### config.mk
export PLATFORM = sky130hd
export DESIGN_NAME = multi_cycle_control
export DESIGN_NICKNAME = d
export VERILOG_FILES = /design/src/rtl/mc_pkg.sv /design/src/rtl/mc_decode.sv /design/src/rtl/multi_cycle_control.sv
export SDC_FILE = /design/constraint.sdc
export NUM_CORES = 1
export LEC_CHECK = 0
export CAP_MARGIN = 20
export CORE_ASPECT_RATIO = 1.1
export CORE_MARGIN = 4
export CORE_UTILIZATION = 41
export CTS_CLUSTER_DIAMETER = 50
export DETAILED_ROUTE_END_ITERATION = 7
export PLACE_DENSITY = 0.81
export SLEW_MARGIN = 20
export SYNTH_ARGS = -nofsm -noshare
export SYNTH_HDL_FRONTEND = slang
export SYNTH_SLANG_ARGS = --single-unit
### constraint.sdc
create_clock -name clk -period 3.44 [get_ports clk]
set_input_delay 1.032 -clock clk [delete_from_list [all_inputs] [get_ports clk]]
set_output_delay 1.032 -clock clk [all_outputs]
set_load 0.005 [all_outputs]
### src/rtl/mc_pkg.sv
// Shared constants for the multi-cycle MIPS controller: opcodes, functs,
// FSM state encoding, datapath select encodings and the control bundle.
package mc_pkg;

    // Opcodes (IR[31:26])
    localparam logic [5:0] OP_RTYPE = 6'h00;
    localparam logic [5:0] OP_JAL   = 6'h03;
    localparam logic [5:0] OP_BEQ   = 6'h04;
    localparam logic [5:0] OP_ORI   = 6'h0d;
    localparam logic [5:0] OP_LUI   = 6'h0f;
    localparam logic [5:0] OP_LW    = 6'h23;
    localparam logic [5:0] OP_SW    = 6'h2b;

    // Functs (IR[5:0]) for R-type
    localparam logic [5:0] FN_JR    = 6'h08;
    localparam logic [5:0] FN_MFHI  = 6'h10;
    localparam logic [5:0] FN_MFLO  = 6'h12;
    localparam logic [5:0] FN_MULT  = 6'h18;
    localparam logic [5:0] FN_MULTU = 6'h19;
    localparam logic [5:0] FN_DIV   = 6'h1a;
    localparam logic [5:0] FN_DIVU  = 6'h1b;
    localparam logic [5:0] FN_ADDU  = 6'h21;
    localparam logic [5:0] FN_SUBU  = 6'h23;

    typedef enum logic [2:0] {
        S_FETCH  = 3'd0,
        S_DECODE = 3'd1,
        S_EXEC   = 3'd2,
        S_MEM    = 3'd3,
        S_WB     = 3'd4,
        S_MDU    = 3'd5
    } state_e;

    // RegDstSel
    localparam logic [2:0] RD_RT = 3'd0;
    localparam logic [2:0] RD_RD = 3'd1;
    localparam logic [2:0] RD_RA = 3'd2;
    // ALUSrcSel
    localparam logic [2:0] ASRC_RD2 = 3'd0;
    localparam logic [2:0] ASRC_EXT = 3'd1;
    // toRegSel
    localparam logic [2:0] TOREG_ALU = 3'd0;
    localparam logic [2:0] TOREG_MEM = 3'd1;
    localparam logic [2:0] TOREG_EXT = 3'd2;
    localparam logic [2:0] TOREG_PC4 = 3'd3;
    localparam logic [2:0] TOREG_HI  = 3'd4;
    localparam logic [2:0] TOREG_LO  = 3'd5;
    // NPCOp
    localparam logic [2:0] NPC_PC4 = 3'd0;
    localparam logic [2:0] NPC_BEQ = 3'd1;
    localparam logic [2:0] NPC_JAL = 3'd2;
    localparam logic [2:0] NPC_JR  = 3'd3;
    // ALUOp
    localparam logic [3:0] ALU_NONE = 4'd0;
    localparam logic [3:0] ALU_OR   = 4'd1;
    localparam logic [3:0] ALU_ADD  = 4'd2;
    localparam logic [3:0] ALU_SUB  = 4'd3;
    // EXTOp
    localparam logic [2:0] EXT_ZERO = 3'd0;
    localparam logic [2:0] EXT_SIGN = 3'd1;
    localparam logic [2:0] EXT_HIGH = 3'd2;
    // MDUOp
    localparam logic [1:0] MDU_MULT  = 2'd0;
    localparam logic [1:0] MDU_MULTU = 2'd1;
    localparam logic [1:0] MDU_DIV   = 2'd2;
    localparam logic [1:0] MDU_DIVU  = 2'd3;

    // One-hot instruction class from the decoder
    typedef struct packed {
        logic addu, subu, ori, lui, lw, sw, beq, jal, jr;
        logic mult, multu, div, divu, mfhi, mflo;
    } inst_t;

    // Everything the controller drives toward the datapath
    typedef struct packed {
        logic       pc_write, ir_write, reg_write, mem_read, mem_write;
        logic [2:0] reg_dst, alu_src, to_reg, npc_op, ext_op;
        logic [3:0] alu_op;
        logic       mdu_start;
        logic [1:0] mdu_op;
        logic       busy, illegal;
    } ctrl_t;

    // MDU operation code for a decoded mult/div instruction
    function automatic logic [1:0] mdu_op_of(input inst_t i);
        logic [1:0] r;
        r = MDU_MULT;
        if (i.multu) r = MDU_MULTU;
        if (i.div)   r = MDU_DIV;
        if (i.divu)  r = MDU_DIVU;
        return r;
    endfunction

endpackage

### src/rtl/mc_decode.sv
// Combinational instruction decoder: Op/Func to one-hot instruction class,
// with an illegal flag for anything outside the supported set.
module mc_decode
    import mc_pkg::*;
(
    input  logic [5:0] Op,
    input  logic [5:0] Func,
    output inst_t      inst,
    output logic       illegal
);

    logic rtype;

    // Match opcode, and funct only for R-type
    always_comb begin
        inst       = '0;
        rtype      = (Op == OP_RTYPE);
        inst.addu  = rtype && (Func == FN_ADDU);
        inst.subu  = rtype && (Func == FN_SUBU);
        inst.jr    = rtype && (Func == FN_JR);
        inst.mult  = rtype && (Func == FN_MULT);
        inst.multu = rtype && (Func == FN_MULTU);
        inst.div   = rtype && (Func == FN_DIV);
        inst.divu  = rtype && (Func == FN_DIVU);
        inst.mfhi  = rtype && (Func == FN_MFHI);
        inst.mflo  = rtype && (Func == FN_MFLO);
        inst.ori   = (Op == OP_ORI);
        inst.lui   = (Op == OP_LUI);
        inst.lw    = (Op == OP_LW);
        inst.sw    = (Op == OP_SW);
        inst.beq   = (Op == OP_BEQ);
        inst.jal   = (Op == OP_JAL);
    end

    assign illegal = ~|inst;

endmodule

### src/rtl/multi_cycle_control.sv
// Multi-cycle MIPS controller. Holds the state register and MDU stall
// counter; datapath controls are decoded from state plus instruction.
// Controls are combinational because FETCH/MEM must react to mem_ready and
// beq to Zero in the same cycle; all of them are forced low while reset
// is asserted.
module multi_cycle_control
    import mc_pkg::*;
#(
    parameter int MULT_CYCLES = 5,
    parameter int DIV_CYCLES  = 10,
    parameter int CNT_W       = 4
) (
    input  logic       clk,
    input  logic       reset,
    input  logic [5:0] Op,
    input  logic [5:0] Func,
    input  logic       Zero,
    input  logic       mem_ready,
    output logic       PCWrite,
    output logic       IRWrite,
    output logic       RegWrite,
    output logic       MemRead,
    output logic       MemWrite,
    output logic [2:0] RegDstSel,
    output logic [2:0] ALUSrcSel,
    output logic [2:0] toRegSel,
    output logic [2:0] NPCOp,
    output logic [2:0] EXTOp,
    output logic [3:0] ALUOp,
    output logic       MDUStart,
    output logic [1:0] MDUOp,
    output logic       Busy,
    output logic       Illegal,
    output logic [2:0] State
);

    state_e           state;
    logic [CNT_W-1:0] cnt;
    inst_t            inst;
    logic             ill;
    logic             is_mdu, is_mem;
    logic [CNT_W-1:0] mdu_len;

    logic [3:0]       alu_op_i;
    logic [2:0]       alu_src_i, ext_op_i, reg_dst_i, to_reg_i;
    ctrl_t            ctrl, ctrl_o;

    mc_decode u_dec (
        .Op      (Op),
        .Func    (Func),
        .inst    (inst),
        .illegal (ill)
    );

    assign is_mdu  = inst.mult | inst.multu | inst.div | inst.divu;
    assign is_mem  = inst.lw | inst.sw;
    assign mdu_len = (inst.div | inst.divu) ? CNT_W'(DIV_CYCLES) : CNT_W'(MULT_CYCLES);

    // Sequencing: state register and MDU stall counter
    always_ff @(posedge clk or negedge reset) begin
        if (!reset) begin
            state <= S_FETCH;
            cnt   <= '0;
        end else begin
            case (state)
                S_FETCH:  if (mem_ready) state <= S_DECODE;
                S_DECODE: state <= (inst.jal || inst.jr || ill) ? S_FETCH : S_EXEC;
                S_EXEC: begin
                    if (is_mem)         state <= S_MEM;
                    else if (inst.beq)  state <= S_FETCH;
                    else if (is_mdu) begin
                        state <= S_MDU;
                        cnt   <= mdu_len;
                    end else            state <= S_WB;
                end
                S_MEM:    if (mem_ready) state <= inst.sw ? S_FETCH : S_WB;
                S_WB:     state <= S_FETCH;
                S_MDU: begin
                    // Exit on the last counted cycle so the counter stops at 0
                    if (cnt <= CNT_W'(1)) begin
                        state <= S_FETCH;
                        cnt   <= '0;
                    end else begin
                        cnt <= cnt - CNT_W'(1);
                    end
                end
                default:  state <= S_FETCH;
            endcase
        end
    end

    // Per-instruction selects, held from EXEC through MEM/WB for stability
    always_comb begin
        alu_op_i  = ALU_NONE;
        alu_src_i = ASRC_RD2;
        ext_op_i  = EXT_ZERO;
        reg_dst_i = RD_RT;
        to_reg_i  = TOREG_ALU;
        if (inst.addu)            alu_op_i = ALU_ADD;
        if (inst.subu | inst.beq) alu_op_i = ALU_SUB;
        if (inst.ori) begin
            alu_op_i  = ALU_OR;
            alu_src_i = ASRC_EXT;
        end
        if (is_mem) begin
            alu_op_i  = ALU_ADD;
            alu_src_i = ASRC_EXT;
            ext_op_i  = EXT_SIGN;
        end
        if (inst.lui) begin
            ext_op_i = EXT_HIGH;
            to_reg_i = TOREG_EXT;
        end
        if (inst.lw)   to_reg_i = TOREG_MEM;
        if (inst.mfhi) to_reg_i = TOREG_HI;
        if (inst.mflo) to_reg_i = TOREG_LO;
        if (inst.addu | inst.subu | inst.mfhi | inst.mflo) reg_dst_i = RD_RD;
    end

    // Per-state control decode; every enable defaults low
    always_comb begin
        ctrl = '0;
        case (state)
            S_FETCH: begin
                ctrl.mem_read = 1'b1;
                if (mem_ready) begin
                    ctrl.ir_write = 1'b1;
                    ctrl.pc_write = 1'b1;
                    ctrl.npc_op   = NPC_PC4;
                end
            end
            S_DECODE: begin
                if (inst.jal) begin
                    ctrl.pc_write  = 1'b1;
                    ctrl.npc_op    = NPC_JAL;
                    ctrl.reg_write = 1'b1;
                    ctrl.reg_dst   = RD_RA;
                    ctrl.to_reg    = TOREG_PC4;
                end else if (inst.jr) begin
                    ctrl.pc_write = 1'b1;
                    ctrl.npc_op   = NPC_JR;
                end else if (ill) begin
                    ctrl.illegal = 1'b1;
                end
            end
            S_EXEC: begin
                ctrl.alu_op  = alu_op_i;
                ctrl.alu_src = alu_src_i;
                ctrl.ext_op  = ext_op_i;
                if (inst.beq) begin
                    ctrl.pc_write = Zero;
                    ctrl.npc_op   = NPC_BEQ;
                end
                if (is_mdu) begin
                    ctrl.mdu_start = 1'b1;
                    ctrl.mdu_op    = mdu_op_of(inst);
                end
            end
            S_MEM: begin
                ctrl.alu_op    = alu_op_i;
                ctrl.alu_src   = alu_src_i;
                ctrl.ext_op    = ext_op_i;
                ctrl.mem_read  = inst.lw;
                ctrl.mem_write = inst.sw;
            end
            S_WB: begin
                ctrl.alu_op    = alu_op_i;
                ctrl.alu_src   = alu_src_i;
                ctrl.ext_op    = ext_op_i;
                ctrl.reg_write = 1'b1;
                ctrl.reg_dst   = reg_dst_i;
                ctrl.to_reg    = to_reg_i;
            end
            S_MDU: ctrl.busy = 1'b1;
            default: ctrl = '0;
        endcase
    end

    // Reset forces every control low immediately, even mid-instruction
    assign ctrl_o = reset ? ctrl : '0;

    assign PCWrite   = ctrl_o.pc_write;
    assign IRWrite   = ctrl_o.ir_write;
    assign RegWrite  = ctrl_o.reg_write;
    assign MemRead   = ctrl_o.mem_read;
    assign MemWrite  = ctrl_o.mem_write;
    assign RegDstSel = ctrl_o.reg_dst;
    assign ALUSrcSel = ctrl_o.alu_src;
    assign toRegSel  = ctrl_o.to_reg;
    assign NPCOp     = ctrl_o.npc_op;
    assign EXTOp     = ctrl_o.ext_op;
    assign ALUOp     = ctrl_o.alu_op;
    assign MDUStart  = ctrl_o.mdu_start;
    assign MDUOp     = ctrl_o.mdu_op;
    assign Busy      = ctrl_o.busy;
    assign Illegal   = ctrl_o.illegal;
    assign State     = state;

endmodule

==> results.txt, run 1 <==
Largest net degree at the start of global routing: 12
Final period util: 104%
Power per standard cell area: 228 mW/mm^2
Cell Rows: 18
Clock sink count: 7
Max-cap violation count: 0
CP max stage delay: 0.56 ns
Core region area: 0.00230 mm^2
Slew HR: 26.0%
Worst slew pin tran: 1.10 ns
Hold Crit Class: flip-flop to flip-flop
Critical Path RT: 2.41 ns
Reg clk slew, reported paths: 0.05 ns
Most used DFF post-synth: dfrtp_1
YS warnings: 0
Worst IR drop on VDD: 0.251 mV
Library cells used by synthesis: 50
Cell depth of the worst hold path: 1
DRT antenna net count: 0
Antenna Cells: 0
Failing checks: negative setup slack
Iteration-0 DRC Markers: 80
Area Growth Syn to Fin: 95.5%
Minimum clock period: 3.57 ns
DIE HEIGHT: 59.8 um
CTS root buffer: clkbuf_4
DR vias/cell: 5.93
Filler cell count: 136
# DRC: 0
Arr. time, crit path: 2.54 ns
RSZ-0062 raised after global routing: true
Number of setup violations in the final report: 4
Die Area: 0.00329 mm^2
Post-synth EDFFs: 0
Worst-path maximum fanout: 5
Setup CP Type: primary input to output pin
Final Wtd Congestion: 0.906
Cell depth of the worst flop-to-flop path: 6
Total GRT Usage: 30.7%
H-tree depth: 1
Cts-stage hold buffer count: 0
Status: finished with violations
Initial Util: 43.5%
Pins over their slew limit: 0
Die X: 55.1 um
CTS tree: yes
CP max-delay cell: or4_4
Mapped Avg Cell Area: 7.19 um^2
Final wirelength: 4.96 mm
Hold slack: 0.540 ns
I/O Pins: 48
Filler-free cell count of the finished design: 263
Latest clock arrival within the worst-skew pair: 0.26 ns
DR vias: 1,559
Startpoint types: primary input
Mapped Cells: 139
Clock skew: 0.00272 ns
Critical path, cell by cell: buf_8 -> or4_4 -> nor4_4 -> buf_4 -> nand2_1 -> a21oi_2 -> buf_2
Drt wl/cell: 18.9 um
Final Hold Vio Count: 0
Critical Path Sink Type: output pin
DRT Pass-1 Iters: 5
Detailed-placement wirelength estimate: 2.95 mm
Static Leak: 0.990 nW
Final net count: 252
Fraction of registers with async set/reset: 100%
Register area share after synthesis: 17.5%
Fmax: 280 MHz
Initial antenna violation count: 0
Global-route wire length before repair: 7.36 mm
Port bufs: 40
Vias in the first global route: 1,532
Final worst slack: -0.130 ns
Syn Std Cell Area: 1000 um^2
Maximum clock path buffer count: 2
GR Overflow Total: 0
Layout cell share with drive strength beyond 1: 49.8%
#FFs+latches synth: 7
Dpl cells: 242
Total CTS buffers: 3
## cell usage after synthesis (all sizes together) (2+ instances only)
cell type	n	area share [%]
nand2	18	6.8
ha	2	2.5
nor2b	6	3.8
a211o	2	1.8
and3	4	2.5
nand3	3	1.5
nand2b	7	4.4
inv	4	1.5
nand3b	3	2.3
dfrtp	7	18
and4b	2	2.0
o21ai	6	3.0
buf	8	6.4
o2bb2ai	2	1.8
nor2	10	4.0
o22ai	2	1.3
or3	4	2.5
clkbuf	4	1.5
nor3	6	3.0
or2	2	1.3
a21o	3	2.3
a21oi	6	3.0
nor4	5	4.6
## path summary, 6_finish.rpt
check | end | slack [ns] | startpoint
max reg2reg | cnt[0]$_DFFE_PN0P_ | 1.24 | cnt[0]$_DFFE_PN0P_
max | NPCOp[0] | -0.13 | Op[4]
min reg2reg | cnt[3]$_DFFE_PN0P_ | 0.54 | cnt[3]$_DFFE_PN0P_
max in group asynchronous | State[0]$_DFFE_PN0P_ | 2.38 | reset
min | cnt[3]$_DFFE_PN0P_ | 0.54 | cnt[3]$_DFFE_PN0P_
min in group asynchronous | cnt[2]$_DFFE_PN0P_ | 0.92 | reset
## cell families after synthesis
logic type      Yosys count  synth area share, %
fa+ha+maj                 2                 2.50
simple gates             80                 47.2
buf+inv                  16                 9.39
other cells               1                0.375
compound gates           32                 22.0
mux                       1                 1.00
flops                     7                 17.5
## flip-flops by register name, summed over array words and instances (netlist names)
name / count
State: 3
cnt: 4
## stage by stage
step	area, um^2	setup slack, ns	TNS (ns)	total power [W]	utilization [%]
final	1950	-0.130	-0.305	0.000446	85.1
after global routing	1950	-0.141	-0.448	0.000471	85.1
after CTS	1910	0.0000977	0	0.000432	83.0
after detailed placement	1670	-0.877	-13.18	0.000340	72.9
after global placement	1670	-0.820	-12.54	0.000326	72.9
after floorplan	1020	0.164	0	0.000238	-
## what timing repair did
action	4_1_cts	5_1_grt
resized for setup	138	21
setup endpoints to repair	22	18
buffers inserted	14	6
pin swaps	17	10
## per-layer routing
layer / up-vias / track usage, % / part of all wire (%)
li1: 692 / - / -
met1: 729 / 35.9 / 36
met2: 113 / 52.4 / 49
met3: 25 / 3.99 / 10
met4: 0 / 17.0 / 4.2
met5: - / 0 / 0
## critical path: cells and delay by family
| kind | cells | cell delay, ns |
|---|---|---|
| compound gates | 1 | 0.14 |
| buf+inv | 3 | 0.43 |
| simple gates | 3 | 0.93 |
## final cells by class
cell class,count,area (um^2),share of cell area [%]
inverter,4,15.0,0.768
multi-input combinational,122,926,47.4
sequential,7,175,8.96
clock buffer,4,26.3,1.34
timing repair buffer,96,774,39.6
tap,30,37.5,1.92
## layout by cell type (no fill, tap or decap), types with 5 or more instances in the layout
master,netlist,final
buf_4,7,49
o21ai_0,5,5
dfrtp_1,7,7
dlygate4sd2_1,0,7
conb_1,1,7
clkdlybuf4s50_1,0,7
buf_2,0,14
nand2_1,18,17
buf_6,1,13
nor2b_1,6,5
nand2b_1,7,6
nor2_1,9,8
## power breakdown
| group | total (W) | switching, W | internal (W) |
|---|---|---|---|
| clock | 0.0000773 | 0.0000328 | 0.0000444 |
| combinational | 0.000233 | 0.000117 | 0.000116 |
| sequential | 0.000136 | 0.0000273 | 0.000109 |
(Power assumes the default switching activity.)
==> run 2, diff against run 1 <==
- CORE_UTILIZATION: 41 -> 44
- PLACE_DENSITY: 0.81 -> 0.86
- clock period: 3.44 -> 4.55 ns (I/O delays scaled with it)
==> run 2 against run 1 <==
  * The run now ends clean
  * Critical path depth is 1 lower
  * Die area is 5.9% lower
  * First-iteration DRC count decreased by 48%
  * Setup slack better by 0.20 ns
  * Utilization decreased by 0.44 points
  * Routed wire length down 22%
  * Worst hold slack better by 0.0098 ns
  * Critical path type unchanged
  * Critical endpoint is now MDUOp[1]
==> results.txt, run 2 (synthesis gave the netlist of run 1 again) <==
GR Overflow Total: 0 (unchanged)
H-tree depth: 1 (unchanged)
Clock sink count: 7 (unchanged)
Drt wl/cell: 16.1 um (-15%)
I/O Pins: 48 (unchanged)
Die Area: 0.00310 mm^2 (-5.9%)
Maximum clock path buffer count: 2 (unchanged)
Final wirelength: 3.88 mm (-22%)
CTS root buffer: clkbuf_4
Minimum clock period: 4.48 ns
DIE HEIGHT: 58.0 um (-3.0%)
DRT antenna net count: 0 (unchanged)
R2R Setup Slk: 2.41 ns (+1.17 ns)
FF/Latch Area: 175 um^2 (unchanged)
Setup TNS: 0 ns (+0.305 ns)
Final worst slack: 0.0741 ns (+0.204 ns)
# DRC: 0 (unchanged)
Hold slack: 0.550 ns (+0.00976 ns)
Initial antenna violation count: 0 (unchanged)
Final Hold Vio Count: 0 (unchanged)
R2R Path End: cnt[1]$_DFFE_PN0P_
Fmax: 223 MHz
R2R Path Start: State[0]$_DFFE_PN0P_
Final period util: 98.4%
Cts-stage hold buffer count: 0 (unchanged)
Largest net degree at the start of global routing: 13 (+1)
Place WS: -0.403 ns (+0.474 ns)
Reg clk slew, reported paths: 0.06 ns (about the same)
Top reg by flops: cnt
Port bufs: 40 (unchanged)
Hold worst-path end: cnt[3]$_DFFE_PN0P_
Status: finished, final reports clean
Startpoint types: primary input
Max-cap violation count: 0 (unchanged)
Slew HR: 55.1% (+29 points)
Static Leak: 0.901 nW (-9.0%)
Layout cell share with drive strength beyond 1: 29.6% (-20 points)
Crit. Startpoint: Func[5]
Power per standard cell area: 177 mW/mm^2 (-22%)
Worst IR drop on VDD: 0.167 mV (-33%)
Cell depth of the worst flop-to-flop path: 5 (-1)
Critical Path Sink Type: output pin
Initial Util: 48.0% (+4.4 points)
Total CTS buffers: 3 (unchanged)
Filler cell count: 135 (-0.74%)
Iteration-0 DRC Markers: 42 (-48%)
Dpl cells: 231 (-4.5%)
DR vias: 1,359 (-13%)
Vias in the first global route: 1,336 (-13%)
CTS tree: yes
Latest clock arrival within the worst-skew pair: 0.26 ns (about the same)
Cell Rows: 17 (-1)
Cell depth of the worst hold path: 1 (unchanged)
Setup CP Type: primary input to output pin
Commonest cells after routing, fill and taps aside: buf_4 (35), clkdlybuf4s50_1 (18), nand2_1 (17), dlygate4sd2_1 (12), nor2_1 (9)
Pins over their slew limit: 0 (unchanged)
RSZ-0062 raised after global routing: false
Core region area: 0.00208 mm^2 (-9.3%)
Total GRT Usage: 25.6% (-5.0 points)
Clock skew: 0.00106 ns (-0.00166 ns)
Most common cell after layout, fill and taps aside: buf_4
Critical Path RT: 3.18 ns (+0.77 ns)
Detailed-placement wirelength estimate: 2.85 mm (-3.2%)
DRT Pass-1 Iters: 4 (-1)
Hold Crit Class: flip-flop to flip-flop
Max reg flops: 4 (unchanged)
Filler-free cell count of the finished design: 241 (-8.4%)
Arr. time, crit path: 3.11 ns (+0.57 ns)
Die X: 53.4 um (-3.0%)
Worst-path maximum fanout: 4 (-1)
Hold_sp: cnt[3]$_DFFE_PN0P_
Area of the multi-input gates: 843 um^2 (-8.9%)
Number of setup violations in the final report: 0 (-4)
DR vias/cell: 5.64 (-4.9%)
Antenna Cells: 0 (unchanged)
Worst slew pin tran: 0.665 ns (-0.431 ns)
Final Wtd Congestion: 0.885 (-2.3%)
Final core utilization: 84.6% (-0.44 points)
Global-route wire length before repair: 6.09 mm (-17%)
Final net count: 232 (-7.9%)
Area Growth Syn to Fin: 76.5%
run 2: area by class of cell:
| class | count | share of cell area [%] |
|---|---|---|
| clock buffer | 4 | 1.49 |
| multi-input combinational | 122 | 47.8 |
| sequential | 7 | 9.93 |
| timing repair buffer | 76 | 37.9 |
| inverter | 4 | 0.851 |
| tap | 28 | 1.99 |
run 2: per-layer routing:
layer	routed length, um	up-vias	global-route usage [%]
li1	-	653	-
met1	1630	652	31.1
met2	2010	52	46.4
met3	218	2	3.08
met4	14	0	6.57
met5	0	-	0
run 2: power by group:
part | switching (W) | internal [W] | total (W) | leakage [nW]
clock network | 0.0000264 | 0.0000337 | 0.0000601 | 0.0150
registers | 0.0000269 | 0.0000824 | 0.000109 | 0.0898
logic | 0.0000695 | 0.0000736 | 0.000143 | 0.796
total | 0.000123 | 0.000190 | 0.000312 | 0.901
run 2: worst max-delay path: stages:
cell and delay (ns):
clkdlybuf4s50_1 0.42, buf_4 0.16, and3b_2 0.25, and4_4 0.25
and3_1 0.17, clkdlybuf4s50_1 0.50
run 2: worst max-delay path by stage:
stage,endpoint,slack [ns]
finish,MDUOp[1],0.07
global route,MDUOp[1],0.006
CTS,ALUSrcSel[0],0.001
detailed placement,NPCOp[0],-0.40
global placement,PCWrite,-0.29
floorplan,PCWrite,0.61
run 2: through the flow:
| step | power [W] | instance area (um^2) |
|---|---|---|
| floorplan | 0.000180 | 1020 |
| global placement | 0.000237 | 1600 |
| detailed placement | 0.000245 | 1600 |
| CTS | 0.000309 | 1720 |
| global route | 0.000334 | 1760 |
| finish | 0.000312 | 1760 |
run 2: what timing repair did:
action / CTS / global route
resized for setup: 34 / 13
setup endpoints to repair: 19 / 10
buffers inserted: 4 / 1
endpoints found under the hold margin: 0 / 0
pin swaps: 8 / 4
==> run 3, diff against run 2 <==
- CORE_ASPECT_RATIO: 1.1 -> 1.25
==> run 3 against run 2 <==
  * Global-route usage down 3.0 points
  * Register-to-register slack better by 0.11 ns
  * Largest power group unchanged
  * Critical path type unchanged
  * Worst hold slack better by 0.015 ns
==> results.txt, run 3 (synthesis gave the netlist of run 1 again) <==
Status: finished, final reports clean
CTS root buffer: clkbuf_4
Worst IR drop on VDD: 0.122 mV (-27%)
Layout cell share with drive strength beyond 1: 27.9% (-1.6 points)
Critical Path RT: 3.18 ns (about the same)
DRT Pass-1 Iters: 4 (unchanged)
Placed Area: 0.00158 mm^2 (-1.6%)
Worst slew pin tran: 0.717 ns (+0.0514 ns)
Initial antenna violation count: 0 (unchanged)
Filler cell count: 154 (+14%)
Power per standard cell area: 179 mW/mm^2 (+0.97%)
H-tree depth: 1 (unchanged)
Iteration-0 DRC Markers: 31 (-26%)
Reg clk slew, reported paths: 0.06 ns (about the same)
Total CTS buffers: 3 (unchanged)
Core region area: 0.00219 mm^2 (+4.9%)
Startpoint types: primary input
RSZ-0062 raised after global routing: true
Cell Rows: 19 (+2)
Setup CP Type: primary input to output pin
Arr. time, crit path: 3.15 ns (+0.04 ns)
# DRC: 0 (unchanged)
Top reg by flops: cnt
Final Wtd Congestion: 0.926 (+4.6%)
DR vias/cell: 5.67 (+0.59%)
Cts-stage hold buffer count: 0 (unchanged)
Minimum clock period: 4.52 ns (+0.0392 ns)
Critical path, cell by cell: clkdlybuf4s50_1 -> or3_4 -> nor4_4 -> buf_4 -> nand2_1 -> a21oi_2 -> clkdlybuf4s15_1
Die X: 50.6 um (-5.3%)
Final period util: 99.2% (+0.86 points)
CP top delay family: buffers and inverters
CP max-delay cell: clkdlybuf4s50_1
Final net count: 223 (-3.9%)
Vias in the first global route: 1,260 (-5.7%)
CTS tree: yes
Initial Util: 45.7% (-2.2 points)
Final Hold Vio Count: 0 (unchanged)
I/O Pins: 48 (unchanged)
Buffers & Inverters on Critical Path: 3 (unchanged)
Slew HR: 51.5% (-3.6 points)
Worst-path maximum fanout: 4 (unchanged)
DR vias: 1,333 (-1.9%)
Final wirelength: 3.78 mm (-2.6%)
Area Growth Syn to Fin: 76.5% (unchanged)
Cell area after layout: 0.00176 mm^2 (unchanged)
Static Leak: 0.953 nW (+5.8%)
Antenna Cells: 0 (unchanged)
Latest clock arrival within the worst-skew pair: 0.26 ns (about the same)
Largest net degree at the start of global routing: 13 (unchanged)
Port bufs: 40 (unchanged)
DRT antenna net count: 0 (unchanged)
Total GRT Usage: 22.6% (-3.0 points)
Die Area: 0.00310 mm^2 (+0.13%)
Detailed-placement wirelength estimate: 2.82 mm (-1.3%)
Commonest cells after routing, fill and taps aside: buf_4 (24), nand2_1 (17), clkdlybuf4s50_1 (17), dlymetal6s2s_1 (13), nor2_1 (8)
Number of setup violations in the final report: 0 (unchanged)
Maximum clock path buffer count: 2 (unchanged)
Pins over their slew limit: 0 (unchanged)
GR Overflow Total: 0 (unchanged)
Hold Crit Class: flip-flop to flip-flop
Most common cell after layout, fill and taps aside: buf_4
Global-route wire length before repair: 5.50 mm (-9.7%)
Clock sink count: 7 (unchanged)
Drt wl/cell: 16.1 um (about the same)
Final core utilization: 80.7% (-4.0 points)
CP max stage delay: 0.43 ns (-0.07 ns)
Critical Path Sink Type: output pin
Clock skew: 0.00253 ns (+0.00147 ns)
Max-cap violation count: 0 (unchanged)
Fmax: 221 MHz (-0.87%)
DIE HEIGHT: 61.3 um (+5.7%)
Max reg flops: 4 (unchanged)
[run 3: changes by cell type in the layout (fill, tap and decap cells not counted), moves of 2 or more]
cell / before / now
dlygate4sd2_1: 12 / 6
nor3_1: 4 / 2
nor4_2: 2 / 0
buf_6: 1 / 4
nor3_2: 1 / 3
dlymetal6s2s_1: 8 / 13
nor4_4: 2 / 4
clkdlybuf4s15_1: 0 / 2
buf_4: 35 / 24
[run 3: per-stage QoR]
stage	instances	setup WS [ns]	total power (W)	hold slack, ns	setup TNS [ns]
after floorplan	145	0.608	0.000180	0.481	0
after global placement	230	-0.304	0.000233	0.514	-3.22
after detailed placement	230	-0.388	0.000244	0.541	-4.60
after CTS	235	-0.0392	0.000306	0.556	-0.0664
after global routing	235	-0.0508	0.000335	0.587	-0.0802
final	235	0.0349	0.000316	0.565	0
[run 3: final timing paths]
| check | start | to | slack (ns) | cells after the start |
|---|---|---|---|---|
| min reg2reg | cnt[3]$_DFFE_PN0P_ | cnt[3]$_DFFE_PN0P_ | 0.56 | 1 |
| max reg2reg | State[0]$_DFFE_PN0P_ | cnt[1]$_DFFE_PN0P_ | 2.52 | 4 |
| max in group asynchronous | reset | cnt[1]$_DFFE_PN0P_ | 2.87 | 2 |
| max | Op[1] | NPCOp[0] | 0.03 | 7 |
| min | cnt[3]$_DFFE_PN0P_ | cnt[3]$_DFFE_PN0P_ | 0.56 | 1 |
| min in group asynchronous | reset | State[0]$_DFFE_PN0P_ | 1.53 | 2 |
[run 3: layer usage]
metal | GRT usage, % | part of all wire [%] | routed length, um | vias to the layer above
met1 | 25.0 | 39 | 1480 | 631
li1 | - | - | - | 634
met4 | 8.08 | 1.9 | 70 | 0
met2 | 43.5 | 53 | 1990 | 58
met3 | 4.12 | 6.2 | 234 | 10
met5 | 0 | 0 | 0 | -
[run 3: final cells by class]
| type | count | area [um^2] | area share (%) |
|---|---|---|---|
| inverters | 4 | 15.0 | 0.851 |
| clock buffers | 4 | 26.3 | 1.49 |
| well taps | 31 | 38.8 | 2.20 |
| multi-input cells | 122 | 873 | 49.5 |
| flip-flops and latches | 7 | 175 | 9.93 |
| repair buffers | 67 | 636 | 36.0 |
[run 3: report_power, final]
group | switching (W) | total, W | leakage (nW) | internal (W)
Clock | 0.0000286 | 0.0000625 | 0.0150 | 0.0000338
Combinational | 0.0000703 | 0.000142 | 0.848 | 0.0000720
Sequential | 0.0000284 | 0.000111 | 0.0898 | 0.0000823
[run 3: timing repair]
| action | CTS | global route |
|---|---|---|
| setup buffers | 1 | 0 |
| setup endpoints to repair | 19 | 16 |
| cloned | 0 | 0 |
| gates resized for setup | 22 | 36 |
| hold endpoints to repair | 0 | 0 |
| pin swaps | 2 | 4 |
